==> src/rtl/dpsk_pkg.sv <==
`default_nettype none
// ============================================================================
// dpsk_pkg : shared types and defaults for the DPSK deframer
// Rev 1.0
// ============================================================================
package dpsk_pkg;

    typedef enum logic [1:0] {
        ST_HUNT  = 2'd0,
        ST_LEN   = 2'd1,
        ST_DATA  = 2'd2,
        ST_CHECK = 2'd3
    } state_e;

    localparam logic [15:0] DEFAULT_SYNC_WORD = 16'h2DD4;
    localparam int          DEFAULT_MAX_LEN   = 32;

endpackage
`default_nettype wire

==> src/rtl/dpsk_bit_decide.sv <==
`default_nettype none
// ============================================================================
// dpsk_bit_decide : differential dot-product bit decision with squelch
// Rev 1.0
// ============================================================================
module dpsk_bit_decide
    import dpsk_pkg::*;
#(
    parameter int DATA_WIDTH = 16,
    parameter int SQUELCH    = 64
) (
    input  logic                         clk,
    input  logic                         rst,
    input  logic                         ce_i,
    input  logic                         strobe_i,
    input  logic                         sync_i,
    input  logic signed [DATA_WIDTH-1:0] di_i,
    input  logic signed [DATA_WIDTH-1:0] dq_i,
    output logic                         raw_bit_o,
    output logic                         raw_valid_o,
    output logic                         squelch_o
);

    localparam int              SW     = DATA_WIDTH + 1;
    localparam int              PW     = 2 * DATA_WIDTH + 1;
    localparam logic [SW-1:0]   SQ_THR = SW'(SQUELCH);

    logic signed [DATA_WIDTH-1:0] di_prev_q, dq_prev_q;
    logic                         prev_valid_q;
    logic                         raw_bit_q, raw_valid_q, squelch_q;

    logic                  sym;
    logic [DATA_WIDTH-1:0] mag_i, mag_q;
    logic [SW-1:0]         mag_sum;
    logic signed [PW-1:0]  di_x, dq_x, dip_x, dqp_x, dot;

    assign sym = ce_i & strobe_i & sync_i;

    // Magnitude of the most negative code is 2^(W-1), which still fits unsigned.
    assign mag_i   = di_i[DATA_WIDTH-1] ? $unsigned(-di_i) : $unsigned(di_i);
    assign mag_q   = dq_i[DATA_WIDTH-1] ? $unsigned(-dq_i) : $unsigned(dq_i);
    assign mag_sum = {1'b0, mag_i} + {1'b0, mag_q};

    assign di_x  = PW'(di_i);
    assign dq_x  = PW'(dq_i);
    assign dip_x = PW'(di_prev_q);
    assign dqp_x = PW'(dq_prev_q);
    assign dot   = di_x * dip_x + dq_x * dqp_x;

    always_ff @(posedge clk) begin
        if (rst) begin
            di_prev_q    <= '0;
            dq_prev_q    <= '0;
            prev_valid_q <= 1'b0;
            raw_bit_q    <= 1'b0;
            raw_valid_q  <= 1'b0;
            squelch_q    <= 1'b0;
        end else begin
            raw_valid_q <= 1'b0;
            squelch_q   <= 1'b0;
            if (sym) begin
                if (mag_sum < SQ_THR) begin
                    prev_valid_q <= 1'b0;
                    squelch_q    <= 1'b1;
                end else begin
                    di_prev_q    <= di_i;
                    dq_prev_q    <= dq_i;
                    prev_valid_q <= 1'b1;
                    raw_valid_q  <= prev_valid_q;
                    raw_bit_q    <= dot[PW-1];
                end
            end
        end
    end

    assign raw_bit_o   = raw_bit_q;
    assign raw_valid_o = raw_valid_q;
    assign squelch_o   = squelch_q;

endmodule
`default_nettype wire

==> src/rtl/dpsk_deframer.sv <==
`default_nettype none
// ============================================================================
// dpsk_deframer : sync hunt, length/payload/checksum deframing of DPSK bits
// Rev 1.0
// ============================================================================
module dpsk_deframer
    import dpsk_pkg::*;
#(
    parameter int          DATA_WIDTH = 16,
    parameter logic [15:0] SYNC_WORD  = DEFAULT_SYNC_WORD,
    parameter int          MAX_LEN    = DEFAULT_MAX_LEN,
    parameter int          SQUELCH    = 64
) (
    input  logic                         clk,
    input  logic                         rst,
    input  logic                         ce,
    input  logic                         strobe_in,
    input  logic                         sync_in,
    input  logic signed [DATA_WIDTH-1:0] DI_in,
    input  logic signed [DATA_WIDTH-1:0] DQ_in,
    output logic                         bit_out,
    output logic                         bit_valid,
    output logic [7:0]                   byte_out,
    output logic                         byte_valid,
    output logic                         frame_start,
    output logic                         frame_ok,
    output logic                         frame_err,
    output logic                         locked
);

    localparam logic [7:0] MAX_LEN_B = 8'(MAX_LEN);

    state_e      state_q, state_d;
    logic        pol_q, pol_d;
    logic [15:0] shift_q, shift_d;
    logic [2:0]  bitcnt_q, bitcnt_d;
    logic [7:0]  bytecnt_q, bytecnt_d;
    logic [7:0]  csum_q, csum_d;
    logic [7:0]  byte_q, byte_d;
    logic        byte_valid_q, byte_valid_d;
    logic        ok_q, ok_d;
    logic        err_q, err_d;

    logic        raw_bit, raw_valid, squelch;
    logic        dec_bit, start;
    logic [15:0] shift_next;

    dpsk_bit_decide #(
        .DATA_WIDTH (DATA_WIDTH),
        .SQUELCH    (SQUELCH)
    ) u_bit_decide (
        .clk         (clk),
        .rst         (rst),
        .ce_i        (ce),
        .strobe_i    (strobe_in),
        .sync_i      (sync_in),
        .di_i        (DI_in),
        .dq_i        (DQ_in),
        .raw_bit_o   (raw_bit),
        .raw_valid_o (raw_valid),
        .squelch_o   (squelch)
    );

    // pol is cleared whenever the FSM falls back to HUNT, so the hunt compares raw bits.
    assign dec_bit    = raw_bit ^ pol_q;
    assign shift_next = {shift_q[14:0], dec_bit};

    always_comb begin
        state_d      = state_q;
        pol_d        = pol_q;
        shift_d      = shift_q;
        bitcnt_d     = bitcnt_q;
        bytecnt_d    = bytecnt_q;
        csum_d       = csum_q;
        byte_d       = byte_q;
        byte_valid_d = 1'b0;
        ok_d         = 1'b0;
        err_d        = 1'b0;
        start        = 1'b0;
        if (squelch && state_q != ST_HUNT) begin
            err_d    = 1'b1;
            state_d  = ST_HUNT;
            pol_d    = 1'b0;
            bitcnt_d = 3'd0;
        end else if (raw_valid) begin
            shift_d  = shift_next;
            bitcnt_d = bitcnt_q + 3'd1;
            case (state_q)
                ST_HUNT: begin
                    bitcnt_d = 3'd0;
                    if (shift_next == SYNC_WORD || shift_next == ~SYNC_WORD) begin
                        start   = 1'b1;
                        pol_d   = (shift_next != SYNC_WORD);
                        state_d = ST_LEN;
                    end
                end
                ST_LEN: begin
                    if (bitcnt_q == 3'd7) begin
                        if (shift_next[7:0] == 8'd0 || shift_next[7:0] > MAX_LEN_B) begin
                            err_d   = 1'b1;
                            state_d = ST_HUNT;
                            pol_d   = 1'b0;
                        end else begin
                            state_d   = ST_DATA;
                            csum_d    = 8'd0;
                            bytecnt_d = shift_next[7:0];
                        end
                    end
                end
                ST_DATA: begin
                    if (bitcnt_q == 3'd7) begin
                        byte_d       = shift_next[7:0];
                        byte_valid_d = 1'b1;
                        csum_d       = csum_q + shift_next[7:0];
                        bytecnt_d    = bytecnt_q - 8'd1;
                        if (bytecnt_q == 8'd1) begin
                            state_d = ST_CHECK;
                        end
                    end
                end
                ST_CHECK: begin
                    if (bitcnt_q == 3'd7) begin
                        ok_d    = (shift_next[7:0] == csum_q);
                        err_d   = (shift_next[7:0] != csum_q);
                        state_d = ST_HUNT;
                        shift_d = 16'd0;
                        pol_d   = 1'b0;
                    end
                end
                default: state_d = ST_HUNT;
            endcase
        end
    end

    always_ff @(posedge clk) begin
        if (rst) begin
            state_q      <= ST_HUNT;
            pol_q        <= 1'b0;
            shift_q      <= 16'd0;
            bitcnt_q     <= 3'd0;
            bytecnt_q    <= 8'd0;
            csum_q       <= 8'd0;
            byte_q       <= 8'd0;
            byte_valid_q <= 1'b0;
            ok_q         <= 1'b0;
            err_q        <= 1'b0;
        end else begin
            state_q      <= state_d;
            pol_q        <= pol_d;
            shift_q      <= shift_d;
            bitcnt_q     <= bitcnt_d;
            bytecnt_q    <= bytecnt_d;
            csum_q       <= csum_d;
            byte_q       <= byte_d;
            byte_valid_q <= byte_valid_d;
            ok_q         <= ok_d;
            err_q        <= err_d;
        end
    end

    // Outputs are forced low for the whole reset window, including the first cycle.
    assign bit_out     = dec_bit & ~rst;
    assign bit_valid   = raw_valid & ~rst;
    assign frame_start = start & ~rst;
    assign byte_out    = byte_q & {8{~rst}};
    assign byte_valid  = byte_valid_q & ~rst;
    assign frame_ok    = ok_q & ~rst;
    assign frame_err   = err_q & ~rst;
    assign locked      = (state_q != ST_HUNT) & ~rst;

endmodule
`default_nettype wire

==> config.mk <==
export PLATFORM = sky130hd
export DESIGN_NAME = dpsk_deframer
export DESIGN_NICKNAME = d
export VERILOG_FILES = /design/src/rtl/dpsk_pkg.sv /design/src/rtl/dpsk_bit_decide.sv /design/src/rtl/dpsk_deframer.sv
export SDC_FILE = /design/constraint.sdc
export NUM_CORES = 2
export LEC_CHECK = 0
export ABC_AREA = 1
export ABC_CLOCK_PERIOD_IN_PS = 14500
export CORE_MARGIN = 2
export CORE_UTILIZATION = 25
export CTS_CLUSTER_DIAMETER = 80
export DETAILED_ROUTE_END_ITERATION = 6
export PLACE_DENSITY_LB_ADDON = 0.12
export SLEW_MARGIN = 30
export SYNTH_ARGS = -nofsm -noshare
export SYNTH_HDL_FRONTEND = slang
export SYNTH_SLANG_ARGS = --single-unit
==> constraint.sdc <==
create_clock -name clk -period 14.5 [get_ports clk]
set_input_delay 2.9 -clock clk [delete_from_list [all_inputs] [get_ports clk]]
set_output_delay 2.9 -clock clk [all_outputs]
set_load 0.1 [all_outputs]
==> metrics.md <==
| Metric | Value |
|---|---|
| Status | finished with violations |
| Violations in the final reports | design-rule violations |
| Hold slack final | 454 ps |
| First-pass GRT wire length | 130 mm |
| Buffers and inverters on the worst path | 6 |
| Cell area after synthesis | 0.0268 mm² |
| H-tree levels | 3 |
| Drt first pass iters | 7 |
| LEAKAGE | 16.3 nW |
| # Max-Cap Violations | 0 |
| Clock buffer depth | 2 |
| VDD IR max | 0.0000613 V |
| Die area | 0.110 mm² |
| Routed Antenna Nets | 0 |
| Gr ovfl total | 0 |
| Inserted Diodes | 0 |
| Final setup TNS | 0 ps |
| Initial antenna violation count | 1 |
| Crit-path max FO | 26 |
| Crit path required time | 14780 ps |
| Cell Count, Final, Fillers Out | 4942 |
| Num rows | 120 |
| Worst Hold Class | register to register |
| Fmax | 98.0 MHz |
| Layout area overhead | 8.18% |
| WL met1 | 37.5 mm |
| GRT Overall Usage | 14.9% |
| Max-slew headroom | 33.0% |
| Starting Density | 25.1% |
| YS warnings | 0 |
| CTS clk-pin slew, worst paths | 90 ps |
| Top cell type by total area after synthesis | fa_1 |
| Vias in the first global route | 23000 |
| Yosys top cell area share | 39.2% |
| Post-CTS sizing | 0 |
| Placed insts | 4926 |
| Post-synthesis register bit count | 84 |
| Chip Height | 332 µm |
| # IOs | 52 |
| # DRC | 1 |
| Number of synthesized flops with an enable pin | 0 |
| Initial DRC count | 837 |
| Post-CTS setup buffer count | 0 |
| Mapped Cells | 3591 |
| Dominant cells by area after synthesis | fa_1 39%, inv_1 14%, nand2_1 12%, ha_1 11%, dfxtp_1 6.3% |
| CP delay by family, top | adder cells |
| Max Used Layer | met4 |
| Worst slew pin tran | 1000 ps |
| Final wirelength | 78.5 mm |
| RD Place Congestion | 0.825 |
| WL/cell | 15.9 µm |
| WL met3 | 1.29 mm |
| Final Setup Violations | 0 |
| Final Hold Violating Endpoints | 0 |
| Setup crit end kind | register |
| Count of cell types in the netlist | 46 |
| Via count | 20900 |
| Final Cycle Share | 70.3% |
| TritonCTS clock tree | yes |
| Fin. max-slew vios | 0 |
| CP dominant cell by count | fa_1 |
| Die width | 332 µm |
| Syn avg cell area | 7.47 µm² |
| DP HPWL | 64.5 mm |
| Core box area | 0.107 mm² |
| RSZ-0062 raised after global routing | no |
| Critical Path AT | 10480 ps |
| Routed wl met2 | 39.1 mm |
| CP peak stage delay | 720 ps |
| Number of vias per cell | 4.22 |
| Synth async-reset ratio | 0% |
| CP Launch Type | primary input |
| Crit path time final | 10200 ps |
| Post-layout nets | 4323 |
| Seq/Total Area, Yosys | 6.27% |
| Post-Synthesis Net Count | 4380 |
| Most used DFF post-synth | dfxtp_1 |
| CTS sink cnt | 84 |
| Root Buffer | clkbuf_16 |
| Skew-Pair Late Insertion Delay | 380 ps |
| Num CTS Buffers | 9 |
| Power per cell area | 82.5 mW/mm² |
| PortBufs | 51 |
| Largest net degree at the start of global routing | 66 |
| CP Class | primary input to register |
| CP max stage cell | fa_1 |
| Layout cells sized above 1 | 2.66% |
| Setup Skew | 10.2 ps |
| Hold_buf cts | 0 |
[metrics by stage]
step / cell area (µm²) / total power [mW] / utilization (%) / worst slack [ps]
5_1_grt: 29000 / 2.73 / 27.2 / 3710
2_1_floorplan: 26800 / 1.63 / - / 5200
3_5_place_dp: 28700 / 2.19 / 26.9 / 3900
6_report: 29000 / 2.40 / 27.2 / 4300
3_3_place_gp: 28800 / 2.21 / 26.9 / 3930
4_1_cts: 29000 / 2.46 / 27.2 / 4320
[tightest hold or removal path, delay by kind of cell, from the launching register on]
kind          cells  cell delay [ps]
simple gates      2              100
flops             1              310
[layout make-up]
class                           instances  area (µm²)
Clock inverter                          7        76.3
Multi-Input combinational cell       2340       20700
Inverter                             1010        3790
Clock buffer                            9         225
Sequential cell                        84        1680
Fill cell                           11800       77700
Tap cell                             1403        1760
Timing Repair Buffer                   89         766
[cell usage after synthesis, types with 2 or more instances]
| cell | count |
|---|---|
| o21ai_0 | 74 |
| clkbuf_1 | 119 |
| fa_1 | 525 |
| nor4_1 | 12 |
| nand2_1 | 830 |
| inv_2 | 6 |
| and2_1 | 3 |
| a21o_1 | 7 |
| a22oi_1 | 6 |
| dfxtp_1 | 84 |
| a21oi_1 | 179 |
| buf_6 | 5 |
| nor2_1 | 173 |
| nor3_2 | 2 |
| o31ai_1 | 2 |
| a31oi_1 | 10 |
| buf_2 | 5 |
| xnor2_1 | 35 |
| nand3_1 | 74 |
| nand4_1 | 22 |
| nor3_1 | 27 |
| nand2_2 | 2 |
| o2111ai_1 | 3 |
| clkinv_1 | 3 |
| o22ai_1 | 5 |
| nor2_2 | 6 |
| o211ai_1 | 4 |
| o21a_1 | 2 |
| nand3b_1 | 7 |
| o21bai_1 | 5 |
| a211oi_1 | 5 |
| inv_1 | 1001 |
| or2_2 | 3 |
| nand3_2 | 11 |
| buf_1 | 26 |
| buf_4 | 2 |
| ha_1 | 227 |
| xor2_1 | 71 |
[final timing paths]
| kind | startpoint | to | slack, ps | depth (start not counted) |
|---|---|---|---|---|
| worst max-delay path | DQ_in[15] | u_bit_decide.raw_bit_o | 4300 | 29 |
| worst min-delay path | u_bit_decide.prev_valid_q | u_bit_decide.raw_valid_o | 450 | 2 |
| worst max register to register | u_bit_decide.dq_prev_q[2] | u_bit_decide.raw_bit_o | 6620 | 27 |
| worst min register to register | u_bit_decide.prev_valid_q | u_bit_decide.raw_valid_o | 450 | 2 |
[routing by layer]
| layer | global-route usage (%) | up-vias |
|---|---|---|
| met5 | 0 | - |
| met4 | 1.79 | 0 |
| met3 | 0.859 | 32 |
| met2 | 26.6 | 189 |
| met1 | 20.3 | 10300 |
| li1 | - | 10300 |
[power breakdown]
part	internal, mW	switching, mW
sequential	0.236	0.0219
clock	0.123	0.133
combinational	0.710	1.17
total	1.07	1.33
[sequential cells by signal (all words and copies together), names as in the netlist, 3 cells and up, named ones only]
signal	cells
u_bit_decide.di_prev_q	16
u_bit_decide.dq_prev_q	16
shift_q	15
byte_q	8
bitcnt_q	3
csum_q	8
bytecnt_q	8
[kinds of logic after synthesis]
group / after synthesis / share of synthesized area, %
flip-flops: 84 / 6.27
XOR/XNOR: 106 / 3.46
AO/OA/AOI/OAI: 308 / 6.23
adder cells (fa/ha/maj): 752 / 49.8
AND/OR/NAND/NOR: 1174 / 17.8
buffers and inverters: 1167 / 16.5
[cell usage in the layout, fill, tap and decap left out, types with 12 or more instances in the layout]
master | Yosys | final
ha_1 | 227 | 227
inv_1 | 1001 | 999
fa_1 | 525 | 525
nand4_1 | 22 | 22
nor2_1 | 173 | 173
buf_4 | 2 | 38
nor3_1 | 27 | 26
nand2_1 | 830 | 830
a21oi_1 | 179 | 179
xnor2_1 | 35 | 35
nand3_1 | 74 | 74
xor2_1 | 71 | 71
nor4_1 | 12 | 12
clkdlybuf4s50_1 | 0 | 45
o21ai_0 | 74 | 74
dfxtp_1 | 84 | 83
No activity file was read; power rests on OpenSTA's default activity.
